===== config.mk =====
export PLATFORM = sky130hd
export DESIGN_NAME = reset_sequencer_flat
export DESIGN_NICKNAME = d
export VERILOG_FILES = /design/src/rtl/reset_sequencer_if.sv /design/src/rtl/reset_sequencer.sv /design/src/flat_wrapper.sv
export SDC_FILE = /design/constraint.sdc
export NUM_CORES = 1
export LEC_CHECK = 0
export CORE_MARGIN = 8
export CORE_UTILIZATION = 50
export CTS_CLUSTER_SIZE = 16
export DETAILED_ROUTE_END_ITERATION = 8
export MAX_ROUTING_LAYER = met4
export PLACE_DENSITY = 0.73
export SYNTH_ARGS = -nofsm -noshare
export SYNTH_HDL_FRONTEND = slang
export SYNTH_SLANG_ARGS = --single-unit

===== constraint.sdc =====
create_clock -name i_clk -period 1.8 [get_ports i_clk]
set_input_delay 0.36 -clock i_clk [delete_from_list [all_inputs] [get_ports i_clk]]
set_output_delay 0.36 -clock i_clk [all_outputs]
set_load 0.01 [all_outputs]

===== src/rtl/reset_sequencer_if.sv =====
// Request/status bundle between reset request sources and the reset sequencer.
interface reset_sequencer_if #(
  parameter int unsigned NUM_SRC = 4
);
  logic [NUM_SRC-1:0] req_in;
  logic [NUM_SRC-1:0] req_mask;
  logic               cause_clr;
  logic               rst_out;
  logic               busy;
  logic [NUM_SRC:0]   cause;
  logic [7:0]         event_cnt;

  modport master (
    output req_in, req_mask, cause_clr,
    input  rst_out, busy, cause, event_cnt
  );

  modport slave (
    input  req_in, req_mask, cause_clr,
    output rst_out, busy, cause, event_cnt
  );
endinterface


===== src/rtl/reset_sequencer.sv =====
// Multi-source reset pulse generator: synchronised, maskable requests produce an
// active-low system reset with power-on delay, minimum width, stretching and hold.
module reset_sequencer #(
  parameter int unsigned NUM_SRC      = 4,
  parameter int unsigned PULSE_CYCLES = 10,
  parameter int unsigned POR_CYCLES   = 16,
  parameter int unsigned CNT_W        = 16,
  parameter int unsigned SYNC_STAGES  = 2
) (
  input  logic             i_clk,
  input  logic             i_rst_n,
  reset_sequencer_if.slave bus
);

  localparam int unsigned EVT_W = 8;
  localparam logic [CNT_W-1:0] PULSE_LD = CNT_W'(PULSE_CYCLES - 1);
  localparam logic [CNT_W-1:0] POR_LD   = CNT_W'(POR_CYCLES - 1);
  localparam logic [EVT_W-1:0] EVT_MAX  = '1;

  typedef enum logic [1:0] {
    IDLE   = 2'd0,
    POR    = 2'd1,
    ASSERT = 2'd2,
    HOLD   = 2'd3
  } state_t;

  state_t             r_state, w_state_nxt;
  logic [CNT_W-1:0]   r_cnt, w_cnt_nxt;
  logic [NUM_SRC-1:0] r_sync [SYNC_STAGES];
  logic [NUM_SRC-1:0] r_last;
  logic [NUM_SRC-1:0] w_req_s, w_edge;
  logic               w_lvl, w_any_edge;
  logic               w_record, w_merge;
  logic [NUM_SRC:0]   r_cause, w_cause_nxt;
  logic [EVT_W-1:0]   r_evt, w_evt_nxt;
  logic               r_rst_out, r_busy;

  // Request synchronisers; Last tracks the synchronised level in every state
  always_ff @(posedge i_clk) begin
    if (!i_rst_n) begin
      for (int unsigned i = 0; i < SYNC_STAGES; i++) r_sync[i] <= '0;
      r_last <= '0;
    end else begin
      r_sync[0] <= bus.req_in;
      for (int unsigned i = 1; i < SYNC_STAGES; i++) r_sync[i] <= r_sync[i-1];
      r_last <= w_req_s;
    end
  end

  assign w_req_s    = r_sync[SYNC_STAGES-1];
  assign w_edge     = w_req_s & ~r_last & ~bus.req_mask;
  assign w_lvl      = |(w_req_s & ~bus.req_mask);
  assign w_any_edge = |w_edge;

  // Next-state, delay counter and cause/event bookkeeping
  always_comb begin
    w_state_nxt = r_state;
    w_cnt_nxt   = r_cnt;
    w_record    = 1'b0;
    w_merge     = 1'b0;
    w_cause_nxt = r_cause;
    w_evt_nxt   = r_evt;

    case (r_state)
      POR: begin
        if (r_cnt == '0) w_state_nxt = IDLE;
        else             w_cnt_nxt   = r_cnt - CNT_W'(1);
      end
      IDLE: begin
        if (w_any_edge) begin
          w_state_nxt = ASSERT;
          w_cnt_nxt   = PULSE_LD;
          w_record    = 1'b1;
        end
      end
      ASSERT: begin
        if (w_any_edge) begin
          w_cnt_nxt = PULSE_LD;
          w_record  = 1'b1;
          w_merge   = 1'b1;
        end else if (r_cnt == '0) begin
          w_state_nxt = w_lvl ? HOLD : IDLE;
        end else begin
          w_cnt_nxt = r_cnt - CNT_W'(1);
        end
      end
      HOLD: begin
        if (w_any_edge) begin
          w_state_nxt = ASSERT;
          w_cnt_nxt   = PULSE_LD;
          w_record    = 1'b1;
          w_merge     = 1'b1;
        end else if (!w_lvl) begin
          w_state_nxt = IDLE;
        end
      end
      default: w_state_nxt = POR;
    endcase

    if (bus.cause_clr) begin
      w_cause_nxt = '0;
      w_evt_nxt   = '0;
    end
    // A recorded edge beats a coincident clear
    if (w_record) begin
      if (bus.cause_clr || !w_merge) w_cause_nxt = {1'b0, w_edge};
      else                           w_cause_nxt = r_cause | {1'b0, w_edge};
      if (bus.cause_clr)             w_evt_nxt = EVT_W'(1);
      else if (r_evt != EVT_MAX)     w_evt_nxt = r_evt + EVT_W'(1);
    end
  end

  always_ff @(posedge i_clk) begin
    if (!i_rst_n) begin
      r_state   <= POR;
      r_cnt     <= POR_LD;
      r_rst_out <= 1'b0;
      r_busy    <= 1'b1;
      r_cause   <= {1'b1, {NUM_SRC{1'b0}}};
      r_evt     <= '0;
    end else begin
      r_state   <= w_state_nxt;
      r_cnt     <= w_cnt_nxt;
      r_rst_out <= (w_state_nxt == IDLE);
      r_busy    <= (w_state_nxt != IDLE);
      r_cause   <= w_cause_nxt;
      r_evt     <= w_evt_nxt;
    end
  end

  assign bus.rst_out   = r_rst_out;
  assign bus.busy      = r_busy;
  assign bus.cause     = r_cause;
  assign bus.event_cnt = r_evt;

endmodule


===== src/flat_wrapper.sv =====
// flat-port wrapper written by rule: the top's interface ports become plain ports
module reset_sequencer_flat 
#(
  parameter int unsigned NUM_SRC      = 4,
  parameter int unsigned PULSE_CYCLES = 10,
  parameter int unsigned POR_CYCLES   = 16,
  parameter int unsigned CNT_W        = 16,
  parameter int unsigned SYNC_STAGES  = 2
)
  (i_clk, i_rst_n, bus_req_in, bus_req_mask, bus_cause_clr, bus_rst_out, bus_busy, bus_cause, bus_event_cnt);
  reset_sequencer_if #(.NUM_SRC(NUM_SRC)) bus_i ();
  input  logic i_clk;
  input  logic i_rst_n;
  input wire logic [$bits(bus_i.req_in)-1:0] bus_req_in;
  input wire logic [$bits(bus_i.req_mask)-1:0] bus_req_mask;
  input wire logic [$bits(bus_i.cause_clr)-1:0] bus_cause_clr;
  output wire logic [$bits(bus_i.rst_out)-1:0] bus_rst_out;
  output wire logic [$bits(bus_i.busy)-1:0] bus_busy;
  output wire logic [$bits(bus_i.cause)-1:0] bus_cause;
  output wire logic [$bits(bus_i.event_cnt)-1:0] bus_event_cnt;
  assign bus_i.req_in = bus_req_in;
  assign bus_i.req_mask = bus_req_mask;
  assign bus_i.cause_clr = bus_cause_clr;
  assign bus_rst_out = bus_i.rst_out;
  assign bus_busy = bus_i.busy;
  assign bus_cause = bus_i.cause;
  assign bus_event_cnt = bus_i.event_cnt;
  reset_sequencer #(.NUM_SRC(NUM_SRC), .PULSE_CYCLES(PULSE_CYCLES), .POR_CYCLES(POR_CYCLES), .CNT_W(CNT_W), .SYNC_STAGES(SYNC_STAGES)) u_core (.i_clk(i_clk), .i_rst_n(i_rst_n), .bus(bus_i));
endmodule

==> results of run 1 <==
sequential cells by signal, summed over array words and instances (netlist names):
| register | flops |
|---|---|
| u_core.bus.rst_out | 1 |
| u_core.bus.cause | 5 |
| u_core.r_last | 4 |
| u_core.bus.busy | 1 |
| u_core.r_state | 2 |
| u_core.bus.event_cnt | 8 |
| u_core.r_sync | 8 |
| u_core.r_cnt | 16 |
synthesized netlist by cell type (5+ instances only):
cell type / instances / share of area, %
dfxtp_1: 45 / 40
ha_1: 7 / 3.9
nor3_1: 7 / 1.6
a21oi_1: 17 / 3.8
inv_1: 11 / 1.8
o21ai_0: 5 / 1.1
clkbuf_1: 5 / 0.84
nand3_1: 5 / 1.1
nand2_1: 10 / 1.7
or3_1: 5 / 1.4
and2_1: 12 / 3.4
nor2_1: 17 / 2.9
layout make-up:
class	instances	share of cell area [%]
flip-flops and latches	45	29.5
clock inverters	1	0.162
repair buffers	73	20.8
multi-input cells	172	43.0
clock buffers	7	3.12
well taps	52	2.11
inverters	11	1.34
routing by layer:
metal	GRT usage, %	share of wire (%)	routed length (um)
met1	18.9	45	2520
met3	3.32	3.7	205
met5	-	0	0
met2	26.7	49	2730
met4	4.95	1.7	95
kinds of logic after synthesis:
group                      share of synthesized area (%)
and+or+nand+nor                                     29.6
buffers and inverters                               4.37
adders and majority gates                           3.92
AOI/OAI and AO/OA                                   18.0
DFF                                                 40.3
xor gates and xnor gates                            1.96
muxes                                               1.79
where the power goes:
group          switching [mW]  internal, mW
sequential             0.0482          1.08
clock                   0.331         0.347
combinational           0.522         0.545
total                   0.901          1.97
path summary, 6_finish.rpt:
check,start,to,cells past startpoint
min,u_core.r_sync[0][1],u_core.r_sync[0][5],1
min reg2reg,u_core.r_sync[0][1],u_core.r_sync[0][5],1
max reg2reg,u_core.r_cnt[6],u_core.bus.rst_out,5
max,u_core.r_cnt[6],u_core.bus.rst_out,5
layout by cell type (no fill, tap or decap), types with 5 or more instances in the layout:
master / n
buf_4: 41
dfxtp_1: 40
clkdlybuf4s50_1: 21
nor2_1: 16
a21oi_1: 14
and2_1: 12
nand2_1: 10
inv_1: 9
nor3_1: 7
clkbuf_8: 7
o21ai_1: 6
nand3_1: 5
or3_1: 5
ha_1: 5
timing repair:
action                                  in CTS  in global routing
buffers inserted                             1                  2
cloned                                       1                  0
endpoints found under the setup margin      30                 17
hold buffers                                 0                  0
pin swaps                                   11                 15
gates resized for setup                     16                 20
critical path, stage by stage, from the launching register on:
cell     delay, ps
dfxtp_4        370
nor4_4         350
and4_4         360
nand3_1        120
a211o_1        300
and4_1         180
==> results.txt, run 1 <==
* Per-cell routed wire length: 15.3 um
- Summing all multi-input logic gate instances after layout gives about 1300 sq um.
- After the flow finishes, the layout carries non-filler instances totaling 361.
- Design area: 3090 sq um
* Synthesized area: roughly 2200 sq um
* Placement-stage worst setup slack: -471 ps
- Kind of start point of the critical path: flop
- Headroom to the max-slew limit came out at 75.4%.
- Detail Route Antenna Nets: 0
* Share of post-route cells with drive strength above 1: ~30%
- The H-tree was split into 2 levels.
- In the synthesized netlist, the number of instances is 237.
* Worst-case hold slack: 435 ps
- Number of global-route vias before repair: about 2.0k
- The number of pins with negative max-slew slack in the final report is 0.
- Num ports: 26
- Yosys mapped a number of flops with a built-in enable equal to 0.
- Power, Total: roughly 2.9 mW
- In this run the power density over the cells is just over 900 nW/um^2.
* CP Data Arrival Time: 1970 ps
- Wire length of the first global-routing pass: 9340 um
- First-pass iteration count of the detailed router: 4
- In the final timing run, aggregate negative setup slack is 0 ps.
- CORE AREA: 4320 sq um
- Input and output buffers added on the ports amount to 25.
* Tcrit/Tclk final: between 90 and 100%
- Setup violations remaining at the end of the flow were counted as 0.
* Portion of the post-synthesis area used by sequential elements: 40.3%
- After layout, the worst setup slack is roughly 22 ps.
- Timing would allow up to roughly 560 MHz.
- In this run the vertical extent of the chip is 82.8 um.
- For this run, the share of the core covered by cells in the final layout is slightly above 70%.
* Synth Register Bits: 45
- Main synth FF type: dfxtp_1
- Total wire length: 5540 um
- Latest clock arrival within the worst-skew pair: between 200 and 300 ps
* Cell row count: 24
- Final worst path period need: between 1500 and 2000 ps
* Diodes inserted: 0
- Fill cells in the final layout number about 350.
* Setup repair after global routing missed its margin: true
* Synth Warn #: 0
- Deepest clock path buffer count: 2
- The tool flagged a number of max-cap violations equal to 0.
- Clk_skew: 7.00 ps
* Number of buffers inserted during clock tree synthesis: 5
- Area taken by flip-flops and latches: around 910 sq um
- Run status: finished clean
* Number of distinct standard cells referenced by the synthesized netlist: 56
* CTS tree: yes
- Count of unresolved DRC violations after routing: 0
- Across the VDD grid, the largest voltage drop is 513 uV.
- The root buffer cell chosen for the clock tree is clkbuf_8.
- At the end of routability-driven placement, the weighted congestion stood at ~0.86.
- In this run the static leakage power is 1.22 nW.
- Worst Path Class, Setup: reg2reg
- Counting tap cells, the placed design contains a total of 350 instances.
- CP required: 1990 ps
- After the last flow step, the layout net total stands at 326.
* R2R Setup Slk: between 20 and 25 ps
- Clk sinks: between 40 and 50
* Overflow left after global routing: 0
- Dividing the synthesized area by the synthesized cell count gives 9.42 sq um.
* Final count of hold timing violations: 0
- CTS clk-pin slew, worst paths: 80 ps
- The number of nets handed over by synthesis was 255.
- Class of the most critical hold timing path: reg2reg
- HPWL after detailed placement: 3940 um
* Initial antenna violation count: 0
- The die covers around 6900 sq um.
- Mean number of vias per cell: 5.75
- Tot GR Track Use: roughly 16%
* Pin count of the biggest net entering global routing: 15
- The detailed router finished its first iteration with 122 violations.
- Starting utilization of the core area: 51.6%
- Compared with the post-synthesis result, the final layout area differs by 38.3%.
- Crit-path max FO: 7
- In the synthesized netlist the async set-or-reset flop fraction comes to 0%.
- At the pin with the least slew margin, the transition time is 368 ps.
* Kind of capture point of the worst setup path: flop
- DP Area: roughly 2900 sq um
- Die Span X: 82.8 um
* Number of vias in the routed layout: 2,075
Power figures use the tool's default switching activity.
==> run 2: changes to the inputs <==
--- a/config.mk
+++ b/config.mk
@@ -11,6 +11,7 @@
 export DETAILED_ROUTE_END_ITERATION = 8
 export MAX_ROUTING_LAYER = met4
 export PLACE_DENSITY = 0.73
+export SKIP_LAST_GASP = 1
 export SYNTH_ARGS = -nofsm -noshare
 export SYNTH_HDL_FRONTEND = slang
 export SYNTH_SLANG_ARGS = --single-unit
==> results.txt, run 2 (synthesized netlist as in run 1, its figures left out) <==
* Run status: finished clean (unchanged)
- The first-pass GRT wire length came to 9340 um (unchanged).
- The aggregate global routing overflow came to 0 (unchanged).
- The number of cells on the worst reg-to-reg path came to 6 (was 5).
- Cell class contributing the biggest share of worst-path delay: simple AND/OR/NAND/NOR gates (unchanged)
- The fraction of layout instances using a drive strength above 1 was 28.5% (was 29.8%).
* CP Data Arrival Time: 2020 ps (was 1970 ps)
- The total routing usage reported by global routing came to 16.1% (unchanged).
- Starting utilization of the core area: 51.6% (unchanged)
- The clock-pin slew reported for the worst setup and hold paths after clock tree synthesis was 80 ps (about the same).
- Kind of start point of the critical path: flop (unchanged)
- Reported max-cap violation count: 0 (unchanged)
- The number of cells on the worst hold path is 1 (unchanged).
* Tcrit/Tclk final: 98.8% (about the same)
- CTS tree: yes (unchanged)
- The count of input and output buffers was 25 (unchanged).
- The largest fanout on the critical path was 4 (was 7).
- Mean number of vias per cell: 5.74 (was 5.75)
* Number of flip-flops in the largest register: 16 (unchanged)
* Most common library cell in the layout ignoring fill and taps: buf_4 (unchanged)
* Die Span X: 82.8 um (unchanged)
- Per-cell routed wire length: 15.3 um (about the same)
- The worst hold slack is 435 ps (about the same).
* Aggregate negative setup slack: 0 ps (unchanged)
* Number of buffers inserted during clock tree synthesis: 5 (unchanged)
- The clock latency of the later-clocked register in the worst-skew pair is 290 ps (about the same).
- The clock skew after layout came to 6.02 ps (was 7.00 ps).
- Deepest clock path buffer count: 2 (unchanged)
* R2R Path End: u_core.bus.rst_out (unchanged)
- Highest-count cells in the layout ignoring fill and taps: 43 x buf_4, 42 x dfxtp_1, 21 x clkdlybuf4s50_1, 16 x nor2_1, 15 x a21oi_1 (was 41 x buf_4, 40 x dfxtp_1, 21 x clkdlybuf4s50_1, 16 x nor2_1, 14 x a21oi_1)
- End-of-flow core utilization: 71.0% (was 71.4%)
* Longest individual stage delay on the worst path: 570 ps (was 370 ps)
* Detail Route Antenna Nets: 0 (unchanged)
- Power per cell area: 931 nW/um^2 (was 930 nW/um^2)
* CP required: 2040 ps (was 1990 ps)
- The maximum resistive drop on vdd came to 510 uV (was 513 uV).
* Pin count of the biggest net entering global routing: 15 (unchanged)
- Kind of capture point of the worst setup path: flop (unchanged)
- The number of antenna cells inserted is 0 (unchanged).
* Nets@finish: 326 (unchanged)
- Num ports: 26 (unchanged)
- The worst-case register-to-register setup slack was 20 ps (about the same).
- The launch point of the worst hold path was u_core.r_sync[0][1] (unchanged).
- Cell with the largest stage delay on the worst path: or4_4 (was dfxtp_4)
* WP buf/inv: 1 (was 0)
* Final worst path period need: 1780 ps (about the same)
- Final count of hold timing violations: 0 (unchanged)
- The number of remaining DRC errors is 0 (unchanged).
- Height of the die: 82.8 um (unchanged)
* CTS HTree Levels: 2 (unchanged)
- The global placer's final weighted congestion is 0.855 (unchanged).
- Critical Path, Cell by Cell: nor3b_4 -> or4_4 -> buf_6 -> o21ai_1 -> a211o_1 -> and4_1 (was nor4_4 -> and4_4 -> nand3_1 -> a211o_1 -> and4_1).
- The clock sink count was 45 (unchanged).
* Fmax: 562 MHz (was 563 MHz)
* Class of the most critical hold timing path: reg2reg (unchanged)
- Setup repair after global routing missed its margin: true (unchanged)
* Number of global-route vias before repair: 2,004 (unchanged)
* First-pass iteration count of the detailed router: 4 (unchanged)
- The master cell of the clock root buffer is clkbuf_8 (unchanged).
* Count of final setup violators: 0 (unchanged)
- HPWL after detailed placement: 3940 um (unchanged)
- The classification of the worst setup path is reg2reg (unchanged).
* Number of slew-limit violations in the final report: 0 (unchanged)
* Drt initial violations: 121 (was 122)
- Static leakage power: 1.22 nW (about the same)
- The total number of vias was 2,073 (was 2,075).
- Total wire length: 5530 um (was 5540 um)
- The startpoint of the most critical register-to-register path was u_core.r_sync[0][6] (was u_core.r_cnt[6]).
- The die outline area is 6860 sq um (unchanged).
- Capture endpoint of the worst hold path: u_core.r_sync[0][5] (unchanged)
- Cell row count: 24 (unchanged)
- Relative max-transition margin: 75.6% (was 75.4%)
* Slew @ Worst Pin: 366 ps (was 368 ps)
* Initial antenna violation count: 0 (unchanged)
- The register bank with the most flops is u_core.r_cnt (unchanged).
- The synthesis-to-finish area growth came to 37.5% (was 38.3%).
- CORE AREA: 4320 sq um (unchanged)
* Power, Total: 2.86 mW (was 2.87 mW)
==> run 2: cell count changes in the layout (fill, tap and decap cells not counted), moves of 2 or more <==
cell / before / now
buf_4: 41 / 43
buf_6: 4 / 2
dfxtp_1: 40 / 42
dfxtp_2: 4 / 2
==> run 2: metal layers <==
metal / wire length [um] / vias to the layer above / global-route usage [%] / part of all wire (%)
li1: - / 1015 / - / -
met1: 2550 / 1011 / 18.9 / 46
met2: 2720 / 36 / 26.7 / 49
met3: 158 / 11 / 3.32 / 2.9
met4: 108 / 0 / 4.95 / 2.0
met5: 0 / - / - / 0
==> run 2: cell type report <==
type                    count  area, sq um
flip-flops and latches     45          907
repair buffers             73          636
clock buffers               7         96.3
clock inverters             1         5.00
inverters                  11         41.3
fillers                   349         1250
well taps                  52         65.1
multi-input cells         172         1320
==> run 2: worst max path at each step <==
| stage | start | endpoint | slack [ps] | cells after the start |
|---|---|---|---|---|
| after detailed placement | bus_req_mask[2] | u_core.bus.rst_out | -470 | 7 |
| after global placement | bus_req_mask[2] | u_core.bus.rst_out | -440 | 7 |
| after CTS | u_core.r_cnt[0] | u_core.bus.rst_out | -10 | 7 |
| after floorplan | u_core.r_state[0] | u_core.r_cnt[4] | 3 | 8 |
| after global routing | u_core.r_cnt[7] | u_core.r_cnt[12] | -70 | 5 |
| final | u_core.r_sync[0][6] | u_core.bus.rst_out | 20 | 6 |
==> run 2: report_power, final <==
group | internal (mW) | leakage (nW) | switching (mW)
clock network | 0.347 | 0.0542 | 0.330
logic | 0.539 | 0.796 | 0.518
registers | 1.08 | 0.367 | 0.0470
total | 1.97 | 1.22 | 0.895
==> run 2: repair_timing <==
action / 4_1_cts / 5_1_grt
pin swaps: 11 / 14
gates resized for setup: 16 / 14
endpoints found under the setup margin: 30 / 17
buffers inserted: 1 / 2
cloned: 1 / 0
hold buffers: 0 / 0
hold endpoints to repair: 0 / 0
==> run 2: stage by stage <==
step	setup slack [ps]	std cells	area, sq um
finish	21.3	361	3070
global route	-72.1	361	3070
CTS	-13.8	359	3010
detailed placement	-471	350	2860
global placement	-443	350	2860
floorplan	2.55	237	2230
==> run 3: changes to the inputs <==
--- a/config.mk
+++ b/config.mk
@@ -5,7 +5,6 @@
 export SDC_FILE = /design/constraint.sdc
 export NUM_CORES = 1
 export LEC_CHECK = 0
-export CORE_MARGIN = 8
 export CORE_UTILIZATION = 50
 export CTS_CLUSTER_SIZE = 16
 export DETAILED_ROUTE_END_ITERATION = 8
==> results.txt, run 3 (synthesized netlist as in run 1, its figures left out) <==
- The clock skew after layout is 9.46 ps (was 6.02 ps).
- Peak supply drop: 595 uV (was 510 uV)
- The final setup violation count came to 11 (was 0).
* CTS clk-pin slew, worst paths: 90 ps (was 80 ps)
* Syn-to-layout area delta: 42.2% (was 37.5%)
* Number of standard cells in the layout, taps in and fillers out: 366 (was 361)
- The combinational cell fraction of total power was 37.4% (was 36.9%).
- Highest-count cells in the layout ignoring fill and taps: 45 x buf_4, 38 x dfxtp_1, 21 x clkdlybuf4s50_1, 16 x a21oi_1, 16 x nor2_1 (was 43 x buf_4, 42 x dfxtp_1, 21 x clkdlybuf4s50_1, 16 x nor2_1, 15 x a21oi_1).
* Startpoint of the worst hold path: u_core.r_sync[0][3] (was u_core.r_sync[0][1])
- CP required: 2010 ps (was 2040 ps)
* Kind of capture point of the worst setup path: flop (unchanged)
* Clock network power share: 24.1% (was 23.7%)
- The register bank with the most flops was u_core.r_cnt (unchanged).
- The post-cts hold buffer count came to 0 (unchanged).
- Violations in the final reports: setup timing
* Critical Path, Cell by Cell: nor3b_4 -> or4_4 -> buf_6 -> o211ai_1 -> xnor2_1 -> a21o_1 (was nor3b_4 -> or4_4 -> buf_6 -> o21ai_1 -> a211o_1 -> and4_1)
- Most common library cell in the layout ignoring fill and taps: buf_4 (unchanged)
- Worst Path Class, Setup: reg2reg (unchanged)
* Final WS setup: -56.1 ps (was 21.3 ps)
* DP Area: 2900 sq um (was 2860 sq um)
- The master cell of the clock root buffer was clkbuf_8 (unchanged).
* Num ports: 26 (unchanged)
* Number of slew-limit violations in the final report: 0 (unchanged)
- Count of unresolved DRC violations after routing: 0 (unchanged)
* Class of the most critical hold timing path: reg2reg (unchanged)
- The static power due to leakage was 1.25 nW (was 1.22 nW).
- Overflow left after global routing: 0 (unchanged)
- The number of cells on the worst hold path is 1 (unchanged).
- IO buf count: 25 (unchanged)
* Critical Path Start: u_core.r_sync[0][5] (was u_core.r_sync[0][6])
* CP Data Arrival Time: 2070 ps (was 2020 ps)
- Reported max-cap violation count: 0 (unchanged)
- The number of nets in the layout came to 333 (was 326).
* Placement-stage worst setup slack: -478 ps (was -471 ps)
* Dpl cells: 353 (was 350)
- Height of the die: 68.8 um (was 82.8 um)
- The element type at the critical path start was a flop (unchanged).
* Number of global-route vias before repair: 1,976 (was 2,004)
- The number of cells on the worst reg-to-reg path is 6 (unchanged).
- Initial antenna violation count: 0 (unchanged)
- The worst hold slack came to 436 ps (was 435 ps).
* Number of flip-flops in the largest register: 16 (unchanged)
* Total wire length: 5850 um (was 5530 um)
- The slowest library cell on the worst path is or4_4 (unchanged).
* HPWL after detailed placement: 3840 um (was 3940 um)
- The H-tree depth was 2 (unchanged).
- Latest clock arrival within the worst-skew pair: 310 ps (was 290 ps)
- The normalized max-slew margin is 72.1% (was 75.6%).
- The clock tree buffer depth came to 2 (unchanged).
* Longest individual stage delay on the worst path: 610 ps (was 570 ps)
- The number of antenna cells inserted is 0 (unchanged).
* Setup repair after global routing missed its margin: true (unchanged)
- The total number of placement rows came to 23 (was 24).
- Switching part of the total: 32.9% (was 31.3%)
- Crit-path max FO: 5 (was 4)
- The DRC marker count from the first detailed-route iteration is 226 (was 121).
- RD Place Congestion: 0.920 (was 0.855)
* Tcrit/Tclk final: 103% (was 98.8%)
- Slew @ Worst Pin: 415 ps (was 366 ps)
- Cell Int Power: 1.96 mW (was 1.97 mW)
- The initial core utilization is 53.9% (was 51.6%).
* Detail Route Antenna Nets: 0 (unchanged)
- The clock period minus worst slack is 1860 ps (was 1780 ps).
- CORE AREA: 4140 sq um (was 4320 sq um)
* Startpoint of the most critical register-to-register path: u_core.r_sync[0][5] (was u_core.r_sync[0][6])
- The average routed wire per standard cell came to 16.0 um (was 15.3 um).
* CTS tree: yes (unchanged)
* First-pass iteration count of the detailed router: 4 (unchanged)
* Mean number of vias per cell: 5.88 (was 5.74)
- Final count of hold timing violations: 0 (unchanged)
- Clk sinks: 45 (unchanged)
- The power density of the placed cells was 920 nW/um^2 (was 931 nW/um^2).
- The overall die width is 68.8 um (was 82.8 um).
- Design area: 3180 sq um (was 3070 sq um)
- The net switching power of the design came to 0.962 mW (was 0.895 mW).
- Sequential group share of total power: 38.6% (was 39.4%)
- The largest net degree at the start of global routing came to 14 (was 15).
* Number of vias in the routed layout: 2,152 (was 2,073)
* Share of post-route cells with drive strength above 1: 31.3% (was 28.5%)
* Tot GR Track Use: 26.5% (was 16.1%)
- Run status: complete, but fails checks (was finished clean).
- Wire length of the first global-routing pass: 8870 um (was 9340 um)
- Die Area: 4740 sq um (was 6860 sq um)
* Number of buffers inserted during clock tree synthesis: 5 (unchanged)
- The peak clock frequency supported by timing is 539 MHz (was 562 MHz).
[run 3: changes by cell type in the layout (fill, tap and decap cells not counted), moves of 2 or more]
cell	before	now
dfxtp_2	2	7
dfxtp_1	42	38
buf_4	43	45
nor3b_4	1	4
buf_6	2	7
nor3b_2	3	0
[run 3: per-stage QoR]
stage | util, % | setup TNS (ps) | total power, mW
finish | 76.6 | -298 | 2.92
global route | 76.6 | -1110 | 3.06
CTS | 73.9 | -15.3 | 2.84
detailed placement | 70.0 | -12360 | 2.11
global placement | 70.0 | -11400 | 2.09
floorplan | - | 0 | 1.64
[run 3: final timing paths]
kind	endpoint	slack, ps
min	u_core.r_sync[0][7]	440
max reg2reg	u_core.r_cnt[2]	-60
max	u_core.r_cnt[2]	-60
min reg2reg	u_core.r_sync[0][7]	440
[run 3: power groups by stage]
stage	clock (mW)	combinational, mW	sequential [mW]
2_1_floorplan	0	0.472	1.16
3_3_place_gp	0	0.953	1.14
3_5_place_dp	0	0.973	1.14
4_1_cts	0.710	1.00	1.12
5_1_grt	0.754	1.16	1.14
6_report	0.703	1.09	1.13
[run 3: cell type report]
| class | count | area (sq um) |
|---|---|---|
| clock buffer | 7 | 96.3 |
| clock inverter | 1 | 5.00 |
| fill | 280 | 968 |
| inverter | 11 | 41.3 |
| multi-input combinational | 173 | 1360 |
| sequential | 45 | 910 |
| tap | 50 | 62.6 |
| timing repair buffer | 79 | 702 |
[run 3: critical path, delay by kind of cell, from the launching register on]
| kind | cells | cell delay (ps) |
|---|---|---|
| AND/OR/NAND/NOR | 2 | 750 |
| AO/OA/AOI/OAI | 2 | 390 |
| flip-flops | 1 | 330 |
| buffers and inverters | 1 | 160 |
| XOR/XNOR | 1 | 130 |
[run 3: repair_timing]
| item | in CTS | in global routing |
|---|---|---|
| pin swaps | 11 | 21 |
| buffers inserted | 4 | 2 |
| gates resized for setup | 18 | 25 |
| cloned | 1 | 0 |
| setup endpoints to repair | 28 | 26 |
[run 3: metal layers]
| metal | vias up | track usage, % | routed length (um) |
|---|---|---|---|
| li1 | 1037 | - | - |
| met1 | 999 | 30.7 | 2580 |
| met2 | 93 | 42.8 | 2710 |
| met3 | 23 | 6.74 | 374 |
| met4 | 0 | 12.5 | 185 |
| met5 | - | - | 0 |
